File: src/rtl/cell_comm_pkg.sv
// Shared types and constants for the cell communication TX arbiter.
// Holds the arbiter state encoding, the grant-index constants and the
// width of the per-packet word counter.
package cell_comm_pkg;

   typedef enum logic [1:0] {
      IDLE  = 2'd0,
      LOC   = 2'd1,
      FWD   = 2'd2,
      FLUSH = 2'd3
   } arb_state_e;

   localparam logic GRANT_LOC = 1'b0;
   localparam logic GRANT_FWD = 1'b1;

   localparam int WORD_CNT_W = 8;

endpackage

File: src/rtl/cell_comm_sat_counter.sv
// Saturating event counter: counts up by one on each cycle with inc high
// and sticks at all-ones instead of wrapping.
// Ports:
//   clk    in   counter clock
//   rst_n  in   asynchronous active-low reset, clears the count
//   inc    in   count-enable for this cycle
//   value  out  current count
module cell_comm_sat_counter #(
   parameter int CNT_WIDTH = 16
) (
   input  logic                 clk,
   input  logic                 rst_n,
   input  logic                 inc,
   output logic [CNT_WIDTH-1:0] value
);

   logic [CNT_WIDTH-1:0] value_q;
   logic [CNT_WIDTH-1:0] value_d;

   always_comb begin
      value_d = value_q;
      if (inc && (value_q != '1)) begin
         value_d = value_q + 1'b1;
      end
   end

   always_ff @(posedge clk or negedge rst_n) begin
      if (!rst_n) begin
         value_q <= '0;
      end else begin
         value_q <= value_d;
      end
   end

   assign value = value_q;

endmodule

File: src/rtl/cell_comm_tx_arbiter.sv
// Packet-atomic round-robin arbiter between the local FA packet source and
// the forwarded-packet source, feeding the Aurora TX AXIS port. Oversized
// packets are truncated (forced tlast) and their tail discarded; a channel
// loss mid-packet drains the rest of the packet from the source.
//
// Build option: define CELL_COMM_TX_ARB_STATS_EN to implement the abort and
// truncation event counters; otherwise both count outputs are tied to 0.
//
// Ports:
//   auUserClk, auResetN             clock, async active-low reset
//   channelUp                       Aurora channel up
//   locT{valid,last,data}/locTready local source AXIS
//   fwdT{valid,last,data}/fwdTready forwarded source AXIS
//   txT{valid,last,data}/txTready   Aurora TX AXIS
//   grantLoc, grantFwd              current owner of the TX path
//   abortCount, truncCount          saturating event counters
//
// state | meaning
// IDLE  | no owner; picks a source when channelUp and a source is valid
// LOC   | local source streams straight through to TX
// FWD   | forwarded source streams straight through to TX
// FLUSH | TX idle; owner's remaining words are accepted and dropped to tlast
module cell_comm_tx_arbiter
   import cell_comm_pkg::*;
#(
   parameter int DATA_WIDTH    = 32,
   parameter int MAX_PKT_WORDS = 16,
   parameter int CNT_WIDTH     = 16
) (
   input  logic                  auUserClk,
   input  logic                  auResetN,
   input  logic                  channelUp,
   input  logic                  locTvalid,
   input  logic                  locTlast,
   input  logic [DATA_WIDTH-1:0] locTdata,
   output logic                  locTready,
   input  logic                  fwdTvalid,
   input  logic                  fwdTlast,
   input  logic [DATA_WIDTH-1:0] fwdTdata,
   output logic                  fwdTready,
   output logic                  txTvalid,
   output logic                  txTlast,
   output logic [DATA_WIDTH-1:0] txTdata,
   input  logic                  txTready,
   output logic                  grantLoc,
   output logic                  grantFwd,
   output logic [CNT_WIDTH-1:0]  abortCount,
   output logic [CNT_WIDTH-1:0]  truncCount
);

   // Index of the last allowed word, counted from zero.
   localparam logic [WORD_CNT_W-1:0] TRUNC_IDX = WORD_CNT_W'(MAX_PKT_WORDS - 1);

   arb_state_e              state_q, state_d;
   // Owner of the most recent grant. Doubles as the round-robin flag: the
   // other source wins the next tie. Resets to FWD so LOC wins first.
   logic                    last_gnt_q, last_gnt_d;
   logic [WORD_CNT_W-1:0]   word_cnt_q, word_cnt_d;

   logic                    src_valid;
   logic                    src_last;
   logic [DATA_WIDTH-1:0]   src_data;
   logic                    src_ready;
   logic                    trunc_hit;
   logic                    tx_beat;

   assign src_valid = (last_gnt_q == GRANT_FWD) ? fwdTvalid : locTvalid;
   assign src_last  = (last_gnt_q == GRANT_FWD) ? fwdTlast  : locTlast;
   assign src_data  = (last_gnt_q == GRANT_FWD) ? fwdTdata  : locTdata;
   assign trunc_hit = (word_cnt_q == TRUNC_IDX);
   assign tx_beat   = txTvalid & txTready;

   always_comb begin
      state_d    = state_q;
      last_gnt_d = last_gnt_q;
      word_cnt_d = word_cnt_q;
      txTvalid   = 1'b0;
      txTlast    = 1'b0;
      txTdata    = src_data;
      src_ready  = 1'b0;
      case (state_q)
         IDLE: begin
            word_cnt_d = '0;
            if (channelUp) begin
               if (locTvalid && (!fwdTvalid || (last_gnt_q == GRANT_FWD))) begin
                  state_d    = LOC;
                  last_gnt_d = GRANT_LOC;
               end else if (fwdTvalid) begin
                  state_d    = FWD;
                  last_gnt_d = GRANT_FWD;
               end
            end
         end
         LOC, FWD: begin
            txTvalid  = src_valid;
            txTlast   = src_last | trunc_hit;
            src_ready = txTready;
            if (tx_beat && src_last) begin
               state_d    = IDLE;
               word_cnt_d = '0;
            end else if (tx_beat && trunc_hit) begin
               state_d = FLUSH;
            end else if (!channelUp) begin
               state_d = FLUSH;
            end else if (tx_beat) begin
               word_cnt_d = word_cnt_q + 1'b1;
            end
         end
         FLUSH: begin
            src_ready = 1'b1;
            if (src_valid && src_last) begin
               state_d    = IDLE;
               word_cnt_d = '0;
            end
         end
         default: begin
            state_d = IDLE;
         end
      endcase
   end

   always_ff @(posedge auUserClk or negedge auResetN) begin
      if (!auResetN) begin
         state_q    <= IDLE;
         last_gnt_q <= GRANT_FWD;
         word_cnt_q <= '0;
      end else begin
         state_q    <= state_d;
         last_gnt_q <= last_gnt_d;
         word_cnt_q <= word_cnt_d;
      end
   end

   assign locTready = src_ready & (last_gnt_q == GRANT_LOC);
   assign fwdTready = src_ready & (last_gnt_q == GRANT_FWD);
   assign grantLoc  = (state_q != IDLE) & (last_gnt_q == GRANT_LOC);
   assign grantFwd  = (state_q != IDLE) & (last_gnt_q == GRANT_FWD);

`ifdef CELL_COMM_TX_ARB_STATS_EN
   logic in_pkt;
   logic trunc_inc;
   logic abort_inc;

   assign in_pkt    = (state_q == LOC) || (state_q == FWD);
   assign trunc_inc = in_pkt & tx_beat & trunc_hit & ~src_last;
   // A loss on the same cycle as a tlast handshake (real or forced) is not an abort.
   assign abort_inc = in_pkt & ~channelUp & ~(tx_beat & (src_last | trunc_hit));

   cell_comm_sat_counter #(.CNT_WIDTH(CNT_WIDTH)) u_abort_cnt (
      .clk   (auUserClk),
      .rst_n (auResetN),
      .inc   (abort_inc),
      .value (abortCount)
   );

   cell_comm_sat_counter #(.CNT_WIDTH(CNT_WIDTH)) u_trunc_cnt (
      .clk   (auUserClk),
      .rst_n (auResetN),
      .inc   (trunc_inc),
      .value (truncCount)
   );
`else
   assign abortCount = '0;
   assign truncCount = '0;
`endif

endmodule

File: config.mk
export PLATFORM = sky130hd
export DESIGN_NAME = cell_comm_tx_arbiter
export DESIGN_NICKNAME = d
export VERILOG_FILES = /design/src/rtl/cell_comm_pkg.sv /design/src/rtl/cell_comm_sat_counter.sv /design/src/rtl/cell_comm_tx_arbiter.sv
export SDC_FILE = /design/constraint.sdc
export NUM_CORES = 1
export LEC_CHECK = 0
export ABC_AREA = 0
export CAP_MARGIN = 30
export CORE_UTILIZATION = 27
export DETAILED_ROUTE_END_ITERATION = 16
export PLACE_DENSITY_LB_ADDON = 0.1
export SLEW_MARGIN = 30
export SYNTH_ARGS = -nofsm -noshare
export SYNTH_HDL_FRONTEND = slang
export SYNTH_HIERARCHICAL = 1
export SYNTH_SLANG_ARGS = --single-unit
File: constraint.sdc
create_clock -name auUserClk -period 1.9 [get_ports auUserClk]
set_input_delay 0.285 -clock auUserClk [delete_from_list [all_inputs] [get_ports auUserClk]]
set_output_delay 0.285 -clock auUserClk [all_outputs]
set_load 0.01 [all_outputs]
==> results.tsv, run 1 <==
stage	metric	value	unit
setup_path	Slowest cell on crit path	dfstp_2	
clocking	cts hold-fix bufs	0	
clocking	total CTS buffers	3	
die	die height	75.1	um
detailed_routing	First DRT Iteration DRCs	42	
timing	skew final	0.00152	ns
grt	Overall Global Routing Usage	0.207	
detailed_routing	final wirelength	5980	um
logic_synthesis	Syn Area/Cell	8.91	sq um
place	dpl cells	365	
clocking	CTS Root Cell	clkbuf_8	
power	Clk pwr share	0.061	
timing	fmax	508	MHz
die	core region area	5140	sq um
cells_and_area	Post-Layout Cell Count	387	
setup_path	CP Max Fanout	7	
grt	antenna violations before repair	0	
status	violated checks	setup timing	
logic_synthesis	count leader, synth	mux2_2	
setup_path	Levels on crit path	7	
timing	Slew headroom	0.635	
setup_path	WP data required	2.07	ns
cells_and_area	synth-to-layout area growth	124	%
place	DP Area	2720	sq um
detailed_routing	Routed Antenna Nets	0	
logic_synthesis	EDFF count, synth	0	
die	Ports	142	
place	DP HPWL	4430	um
logic_synthesis	synthesized instance count	162	
logic_synthesis	synth cell count leaders	mux2_2 (33), buf_4 (32), dfrtp_1 (10)	
run	MaxCap Viol Count	0	
clocking	CTS tree	yes	
power	Cell Pwr Density	1250	nW/um^2
setup_path	Setup crit end kind	flop	
die	Die X-Extent	75.1	um
clocking	H-tree depth	1	
detailed_routing	DRC viols	0	
place	Final GP Congestion	0.784	
logic_synthesis	Synth Flop Type	dfrtp_1	
setup_path	crit-path max cell delay	0.58	ns
setup_path	kind of cell adding the most delay to the critical path	flip-flops	
timing	Slew Limit Fails	0	
power	Sw Ratio	0.385	
logic_synthesis	Area contributors post-synth	mux2_2 (26%), dfrtp_1 (17%), buf_4 (17%)	
timing	Final WS setup	-0.0704	ns
die	Initial Util	0.281	
clocking	Clock Sinks	11	
detailed_routing	post-DR vias/cell	4.48	
timing	Final Hold Viols	0	
setup_path	crit-path cells	buf_6 -> buf_6 -> mux2i_4 -> buf_6 -> or4_4 -> a21o_1 -> a31oi_1	
setup_path	Worst R2R Path Depth	7	
timing	count of final setup violators	12	
power	Logic pwr share	0.860	
setup_path	Setup CP Type	reg -> reg	
power	Sw Pwr	1.56	mW
min_path	type of the worst min-delay path	in -> async	
detailed_routing	WL per Instance	15.4	um
cells_and_area	Final #Nets	393	
grt	maximum number of pins on one net before global-route repair	12	
logic_synthesis	synthesized flop and latch total	11	
cells_and_area	diode count	0	
logic_synthesis	Yosys cell types	40	
logic_synthesis	YS warnings	6	
grt	vias in the first global route	1763	
power	P_leak	1.51	nW
clocking	clock latency on the worst-skew pair	0.24	ns
logic_synthesis	Synth top area share	0.258	
detailed_routing	iteration count of the initial detailed-routing pass	4	
logic_synthesis	Seq/Total Area, Yosys	0.192	
logic_synthesis	synthesized area	1440	sq um
power	total internal power	2.49	mW
grt	global route overflow	0	
setup_path	CP startpoint kind	flop	
timing	Slew @ Worst Pin	0.546	ns
place	PortBufs	109	
setup_path	CP most frequent cell	buf_6	
power	Flop pwr share	0.079	
timing	fin crit share	1.04	
cells_and_area	layout cell share with drive strength beyond 1	0.464	
die	die footprint	5640	sq um
place	DP Worst Slack	-0.224	ns
cells_and_area	post-layout instance area	3240	sq um
timing	RSZ-0062 raised after global routing	yes	
power	Max VDD drop	659	uV
timing	clock period minus worst slack	1.97	ns
setup_path	CP arrival	2.14	ns
detailed_routing	via count	1732	
clocking	CTS clock-pin slew for the worst setup and hold paths	0.06	ns
grt	first-pass GRT wire length	8660	um
status	status	finished with violations	
setup_path	Buf+Inv Stages, Crit Path	3	
die	row cnt	26	
logic_synthesis	ys async rst share	1.00	
clocking	CTS max path bufs	2	
logic_synthesis	largest area contributor in the netlist	mux2_2	
-- layout make-up --
type                    instances  area, sq um
clock buffers                   4         45.0
flip-flops and latches         11          277
inverters                       7         26.3
fillers                       465         1900
repair buffers                159         1590
well taps                      70         87.6
multi-input cells             136         1210
-- worst register-to-register path, cell delays in order (launching register included) --
cell and delay, ns:
dfstp_2 0.58, buf_6 0.14, buf_6 0.11, mux2i_4 0.08, buf_6 0.15, or4_4 0.54, a21o_1 0.17, a31oi_1 0.14
-- layout by cell type (no fill, tap or decap), types with 7 or more instances in the layout --
cell and n:
buf_2 8, buf_4 30, buf_6 41, clkdlybuf4s50_1 71, conb_1 32, dfrtp_1 10, inv_1 7, mux2_2 9
mux2_4 24
-- routing by layer --
metal,share of wire,vias to the layer above,global-route usage
met5,0,-,0
met4,0.0069,0,0.0482
met2,0.53,68,0.375
met3,0.099,4,0.0910
li1,-,839,-
met1,0.36,821,0.222
-- stage by stage --
step / TNS, ns / power, mW / hold slack, ns / util
6_report: -0.376 / 4.05 / 0.401 / 0.630
5_1_grt: -1.35 / 4.28 / 0.443 / 0.630
4_1_cts: -1.14 / 3.94 / 0.412 / 0.619
3_5_place_dp: -1.20 / 2.79 / 0.526 / 0.529
3_3_place_gp: -1.04 / 2.79 / 0.526 / 0.529
2_1_floorplan: 0 / 1.57 / -0.0106 / -
-- power by group through the flow --
stage	Combinational, mW	Sequential, mW	Clock [mW]
floorplan	1.26	0.310	0
global placement	2.47	0.323	0
detailed placement	2.46	0.324	0
CTS	3.37	0.320	0.251
global route	3.68	0.327	0.267
finish	3.48	0.321	0.246
-- flip-flops by register name, indices dropped and copies added (netlist names) --
register,flops
last_gnt_q,1
state_q,2
word_cnt_q,8
-- cell families (layout without fill, tap and decap cells) --
family / count (synthesis) / in the layout / synth area share
muxes: 37 / 37 / 0.294
buffers and inverters: 46 / 170 / 0.205
adders and majority gates: 3 / 3 / 0.0260
DFF: 11 / 11 / 0.192
other: 1 / 32 / 0.00260
and+or+nand+nor: 32 / 32 / 0.129
AOI/OAI and AO/OA: 32 / 32 / 0.152
-- worst paths after layout --
| kind | from | endpoint | slack, ns |
|---|---|---|---|
| setup / recovery | last_gnt_q$_DFFE_PN1P_ | word_cnt_q[3]$_DFFE_PN0P_ | -0.07 |
| hold / removal | auResetN | state_q[1]$_DFFE_PN0P_ | 0.40 |
| setup reg to reg | last_gnt_q$_DFFE_PN1P_ | word_cnt_q[3]$_DFFE_PN0P_ | -0.07 |
| hold reg to reg | word_cnt_q[3]$_DFFE_PN0P_ | word_cnt_q[3]$_DFFE_PN0P_ | 0.53 |
| max in group asynchronous | auResetN | last_gnt_q$_DFFE_PN1P_ | 1.13 |
| min in group auUserClk | word_cnt_q[3]$_DFFE_PN0P_ | word_cnt_q[3]$_DFFE_PN0P_ | 0.53 |
-- repair_timing --
| item | CTS | global route |
|---|---|---|
| setup endpoints to repair | 41 | 42 |
| pin swaps | 4 | 8 |
| cloned | 3 | 0 |
| buffers inserted | 21 | 2 |
| gates resized for setup | 213 | 39 |
Power figures use the tool's default switching activity.
==> run 2, diff against run 1 <==
--- a/config.mk
+++ b/config.mk
@@ -10,6 +10,7 @@
 export CORE_UTILIZATION = 27
 export DETAILED_ROUTE_END_ITERATION = 16
 export PLACE_DENSITY_LB_ADDON = 0.1
+export SETUP_SLACK_MARGIN = 0.4
 export SLEW_MARGIN = 30
 export SYNTH_ARGS = -nofsm -noshare
 export SYNTH_HDL_FRONTEND = slang
==> run 2 against run 1 <==
Critical path depth decreased by 1. The run still ends with setup timing left. First-iteration DRC count decreased by 48%. Fmax decreased by 0.67%. Routed wire length decreased by 0.40%. Power decreased by 1.8%. Cell count decreased by 0.52%. Combinational power decreased by 2%. Global-route usage decreased by 1.3 points. Largest power group unchanged. Clock skew increased by 0.0015 ns. Sequential cell count unchanged.
==> results.tsv, run 2 (synthesized netlist as in run 1, its figures left out) <==
stage	metric	value	unit	change
grt	maximum number of pins on one net before global-route repair	12		unchanged
timing	Final Hold Viols	0		unchanged
cells_and_area	commonest non-fill, non-tap cell in the layout	clkdlybuf4s50_1		
cells_and_area	Regs by FF count	word_cnt_q (8), state_q (2), last_gnt_q (1)		
setup_path	Setup CP Type	reg -> out		
setup_path	Setup crit end kind	output port		
place	Final GP Congestion	0.764		-2.6%
timing	WHS	0.382	ns	-0.0184 ns
timing	Slew @ Worst Pin	0.512	ns	-0.0337 ns
detailed_routing	DRC viols	0		unchanged
timing	Slew headroom	0.657		+0.0225
timing	Final WS setup	-0.0837	ns	-0.0133 ns
cells_and_area	Post-Route Utilization	0.620		-0.00949
cells_and_area	register area	277	sq um	unchanged
timing	clock period minus worst slack	1.98	ns	+0.0133 ns
timing	RSZ-0062 raised after global routing	yes		
status	violated checks	setup timing		
die	die footprint	5640	sq um	unchanged
cells_and_area	synth-to-layout area growth	121	%	
min_path	type of the worst min-delay path	in -> async		
detailed_routing	via count	1743		+0.64%
grt	Overall Global Routing Usage	0.195		-0.0128
power	P_leak	1.48	nW	-2.0%
grt	antenna violations before repair	0		unchanged
clocking	CTS clock-pin slew for the worst setup and hold paths	0.05	ns	about the same
die	Die X-Extent	75.1	um	unchanged
die	Initial Util	0.281		unchanged
cells_and_area	area of the multi-input gates	1240	sq um	+1.8%
detailed_routing	post-DR vias/cell	4.53		+1.2%
clocking	clock latency on the worst-skew pair	0.24	ns	about the same
power	Max VDD drop	665	uV	+1.0%
die	Ports	142		unchanged
grt	global route overflow	0		unchanged
power	Cell Pwr Density	1250	nW/um^2	-0.26%
clocking	CTS tree	yes		
die	row cnt	26		unchanged
clocking	CTS Root Cell	clkbuf_8		
clocking	CTS max path bufs	2		unchanged
grt	vias in the first global route	1586		-10%
detailed_routing	iteration count of the initial detailed-routing pass	4		unchanged
place	PortBufs	109		unchanged
detailed_routing	final wirelength	5950	um	-0.40%
timing	Slew Limit Fails	0		unchanged
setup_path	CP startpoint kind	flop		
cells_and_area	diode count	0		unchanged
detailed_routing	First DRT Iteration DRCs	22		-48%
place	DP HPWL	4450	um	+0.35%
setup_path	WP data required	1.62	ns	-0.45 ns
timing	fmax	504	MHz	-0.67%
cells_and_area	Final #Nets	391		-0.51%
cells_and_area	layout cell share with drive strength beyond 1	0.457		-0.00658
clocking	cts hold-fix bufs	0		unchanged
clocking	Clock Sinks	11		unchanged
timing	count of final setup violators	24		+12
clocking	total CTS buffers	3		unchanged
clocking	H-tree depth	1		unchanged
setup_path	CP arrival	1.70	ns	-0.44 ns
detailed_routing	WL per Instance	15.5	um	+0.12%
die	die height	75.1	um	unchanged
grt	first-pass GRT wire length	8190	um	-5.4%
timing	fin crit share	1.04		+0.00699
timing	skew final	0.00302	ns	+0.00150 ns
cells_and_area	Largest Register	word_cnt_q		
run	MaxCap Viol Count	0		unchanged
cells_and_area	commonest non-fill, non-tap cells in the layout	clkdlybuf4s50_1 (71), buf_6 (33), conb_1 (32)		
setup_path	CP Max Fanout	6		-1
cells_and_area	# fillers	454		-2.4%
cells_and_area	max FFs per register	8		unchanged
status	status	finished with violations		
die	core region area	5140	sq um	unchanged
detailed_routing	Routed Antenna Nets	0		unchanged
run 2: cell count changes in the layout (fill, tap and decap cells not counted), moves of 3 or more:
cell / delta
buf_12: -3
buf_2: +6
buf_4: -3
buf_6: -8
clkdlybuf4s15_2: +5
run 2: worst paths after layout:
check                                     startpoint                   endpoint  slack (ns)  cells after the start
min in group auUserClk     word_cnt_q[0]$_DFFE_PN0P_  word_cnt_q[0]$_DFFE_PN0P_        0.52                      1
min reg2reg                word_cnt_q[0]$_DFFE_PN0P_  word_cnt_q[0]$_DFFE_PN0P_        0.52                      1
max                           last_gnt_q$_DFFE_PN1P_                 txTdata[6]       -0.08                      6
max reg2reg                   last_gnt_q$_DFFE_PN1P_     state_q[0]$_DFFE_PN0P_       -0.05                      6
max in group asynchronous                   auResetN     last_gnt_q$_DFFE_PN1P_        1.16                      1
min                                         auResetN  word_cnt_q[5]$_DFFE_PN0P_        0.38                      1
run 2: metrics by stage:
stage / power [mW] / cell area [sq um] / TNS, ns / std cells / setup slack (ns)
after floorplan: 1.94 / 1750 / 0 / 193 / 0.185
after global placement: 2.96 / 2810 / -2.14 / 359 / -0.107
after detailed placement: 2.97 / 2810 / -2.37 / 359 / -0.122
after CTS: 3.76 / 3080 / -0.602 / 380 / -0.102
after global routing: 4.21 / 3190 / -2.62 / 385 / -0.135
final: 3.97 / 3190 / -1.07 / 385 / -0.0837
run 2: metal layers:
metal,vias up,share of wire,track usage
met2,71,0.52,0.357
met4,0,0.0092,0.0398
met1,829,0.37,0.221
met3,8,0.10,0.0602
li1,835,-,-
met5,-,0,0
run 2: final cells by class:
type                    instances  area share
inverters                       7     0.00824
repair buffers                157       0.476
flip-flops and latches         11      0.0867
multi-input cells             136       0.388
well taps                      70      0.0275
clock buffers                   4      0.0141
run 2: power by group:
| part | switching [mW] | leakage (nW) | internal [mW] |
|---|---|---|---|
| Clock | 0.0967 | 0.0228 | 0.148 |
| Combinational | 1.38 | 1.31 | 2.02 |
| Sequential | 0.0436 | 0.146 | 0.288 |
run 2: worst max-delay path, stage by stage (launching register included):
cell and delay (ns):
dfstp_2 0.59, buf_6 0.11, buf_6 0.12, buf_16 0.12
buf_6 0.09, mux2_4 0.29, buf_6 0.12
run 2: timing repair:
action	4_1_cts	5_1_grt
endpoints found under the setup margin	48	48
pin swaps	4	5
gates resized for setup	172	26
setup buffers	15	5
gates cloned	2	0
==> run 3, diff against run 2 <==
--- a/config.mk
+++ b/config.mk
@@ -16,3 +16,4 @@
 export SYNTH_HDL_FRONTEND = slang
 export SYNTH_HIERARCHICAL = 1
 export SYNTH_SLANG_ARGS = --single-unit
+export TNS_END_PERCENT = 50
==> run 3 against run 2 <==
The flow still finishes with violations (setup timing). Critical path depth grew 3. Utilization grew 0.54 points. Clock-buffer cell count unchanged. Global-route usage shrank 1.4 points. Worst setup slack about the same. Fmax about the same. Clock power shrank 3%. Via count decreased by 0.46%. Combinational power up 2%. Sequential share of layout area shrank 0.074 points. Clock skew increased by 0.0037 ns. First-iteration DRC count rose by 77%. Largest cell class unchanged. Highest routed layer unchanged.
==> results.tsv, run 3 (synthesized netlist as in run 1, its figures left out) <==
stage	metric	value	unit	change
setup_path	CP most frequent cell	buf_6		
timing	Slew Limit Fails	0		unchanged
status	status	finished with violations		
cells_and_area	max FFs per register	8		unchanged
die	die footprint	5640	sq um	unchanged
grt	global route overflow	0		unchanged
die	Ports	142		unchanged
setup_path	CP Launch Point	last_gnt_q$_DFFE_PN1P_		
cells_and_area	commonest non-fill, non-tap cell in the layout	clkdlybuf4s50_1		
cells_and_area	Regs by FF count	word_cnt_q (8), state_q (2), last_gnt_q (1)		
detailed_routing	iteration count of the initial detailed-routing pass	4		unchanged
grt	Overall Global Routing Usage	0.180		-0.0144
clocking	H-tree depth	1		unchanged
setup_path	Worst R2R Start	last_gnt_q$_DFFE_PN1P_		
setup_path	Worst R2R Path Depth	9		+3
grt	first-pass GRT wire length	7670	um	-6.4%
clocking	total CTS buffers	3		unchanged
timing	fmax	504	MHz	about the same
die	core region area	5140	sq um	unchanged
setup_path	crit-path cells	buf_6 -> buf_6 -> mux2i_4 -> o21ai_2 -> buf_4 -> buf_6 -> o211ai_1 -> buf_4 -> mux2i_2		
timing	Final WS setup	-0.0839	ns	-0.000226 ns
timing	count of final setup violators	19		-21%
clocking	Clock Sinks	11		unchanged
place	DP HPWL	4460	um	+0.42%
place	dpl cells	359		unchanged
cells_and_area	layout cell share with drive strength beyond 1	0.453		-0.00461
setup_path	CP endpoint	state_q[1]$_DFFE_PN0P_		
setup_path	Worst R2R End	state_q[1]$_DFFE_PN0P_		
cells_and_area	Post-Layout Cell Count	386		+0.26%
power	Cell Pwr Density	1250	nW/um^2	+0.56%
die	row cnt	26		unchanged
setup_path	crit-path max cell delay	0.53	ns	-0.06 ns
clocking	clock latency on the worst-skew pair	0.24	ns	about the same
run	MaxCap Viol Count	0		unchanged
cells_and_area	synth-to-layout area growth	123	%	
setup_path	Setup crit end kind	flop		
detailed_routing	WL per Instance	14.8	um	-4.4%
clocking	CTS max path bufs	2		unchanged
grt	maximum number of pins on one net before global-route repair	12		unchanged
setup_path	worst reg2reg setup slack	-0.08	ns	-0.03 ns
timing	WHS	0.379	ns	-0.00358 ns
clocking	CTS Root Cell	clkbuf_8		
grt	antenna violations before repair	0		unchanged
cells_and_area	Final #Nets	392		+0.26%
setup_path	CP arrival	2.13	ns	+0.43 ns
cells_and_area	commonest non-fill, non-tap cells in the layout	clkdlybuf4s50_1 (71), buf_6 (42), mux2_4 (33)		
grt	vias in the first global route	1540		-2.9%
setup_path	CP Max Fanout	4		-2
die	die height	75.1	um	unchanged
setup_path	Slowest cell on crit path	dfstp_2		
status	violated checks	setup timing		
power	P_leak	1.53	nW	+3.8%
clocking	CTS clock-pin slew for the worst setup and hold paths	0.05	ns	about the same
cells_and_area	diode count	0		unchanged
timing	Slew headroom	0.665		+0.00792
power	Max VDD drop	728	uV	+9.4%
place	Final GP Congestion	0.794		+3.8%
detailed_routing	via count	1735		-0.46%
place	PortBufs	109		unchanged
timing	RSZ-0062 raised after global routing	yes		
detailed_routing	First DRT Iteration DRCs	39		+77%
timing	Final Hold Viols	0		unchanged
setup_path	WP data required	2.05	ns	+0.43 ns
timing	skew final	0.00669	ns	+0.00367 ns
die	Initial Util	0.281		unchanged
timing	fin crit share	1.04		about the same
timing	clock period minus worst slack	1.98	ns	+0.000226 ns
cells_and_area	Largest Register	word_cnt_q		
timing	Slew @ Worst Pin	0.501	ns	-0.0118 ns
clocking	CTS tree	yes		
min_path	type of the worst min-delay path	in -> async		
detailed_routing	DRC viols	0		unchanged
detailed_routing	post-DR vias/cell	4.49		-0.72%
setup_path	CP startpoint kind	flop		
detailed_routing	final wirelength	5700	um	-4.2%
setup_path	Setup CP Type	reg -> reg		
die	Die X-Extent	75.1	um	unchanged
detailed_routing	Routed Antenna Nets	0		unchanged
clocking	cts hold-fix bufs	0		unchanged
## run 3: cell count changes in the layout (fill, tap and decap cells not counted), moves of 2 or more
cell             previous run  this run
buf_6                      33        42
mux2_2                      8         0
mux2_4                     25        33
buf_2                      14         7
clkdlybuf4s15_2             6         0
buf_4                      27        32
a31oi_1                     6         9
buf_8                       0         3
a31oi_4                     2         0
buf_16                      2         0
clkbuf_2                    2         0
nor3b_1                     0         2
o21ai_2                     0         2
## run 3: what timing repair did
item                                    CTS  global route
endpoints found under the setup margin   48            48
cloned                                    1             0
resized for setup                       198            39
buffers inserted                         12            10
pin swaps                                 8            12
## run 3: critical path: cells and delay by family, from the launching register on
family | cells | cell delay (ns)
buf+inv | 5 | 0.60
mux | 2 | 0.44
flops | 1 | 0.53
compound gates | 2 | 0.32
## run 3: worst min path at each step
stage,startpoint,end,slack (ns),cells past startpoint
final,auResetN,word_cnt_q[0]$_DFFE_PN0P_,0.38,1
after global routing,auResetN,word_cnt_q[0]$_DFFE_PN0P_,0.44,1
after CTS,auResetN,word_cnt_q[0]$_DFFE_PN0P_,0.40,1
after detailed placement,word_cnt_q[0]$_DFFE_PN0P_,word_cnt_q[0]$_DFFE_PN0P_,0.51,1
after global placement,word_cnt_q[0]$_DFFE_PN0P_,word_cnt_q[0]$_DFFE_PN0P_,0.50,1
after floorplan,auResetN,state_q[0]$_DFFE_PN0P_,-0.01,0
## run 3: routing by layer
layer	global-route usage	routed length (um)
met1	0.222	2470
met2	0.321	2720
met3	0.0428	489
met4	0.0314	30
met5	0	0
## run 3: layout make-up
class,count,area (sq um)
fill,448,1920
timing repair buffer,158,1580
multi-input combinational,136,1200
sequential,11,277
tap,70,87.6
clock buffer,4,45.0
inverter,7,26.3
## run 3: power by group
part	switching (mW)	internal (mW)
clock	0.0907	0.148
combinational	1.35	2.13
sequential	0.0310	0.288
## run 3: per-stage QoR
stage                     total power, mW  setup WS, ns   util  setup TNS [ns]  instance area, sq um
after global placement               2.91        -0.117  0.540           -1.38                  2780
final                                4.03       -0.0839  0.626          -0.677                  3220
after detailed placement             2.91        -0.109  0.540           -1.25                  2780
after global routing                 4.27        -0.168  0.626           -2.05                  3220
after CTS                            3.62        -0.126  0.587          -0.317                  3020
after floorplan                      1.90         0.185      -               0                  1730
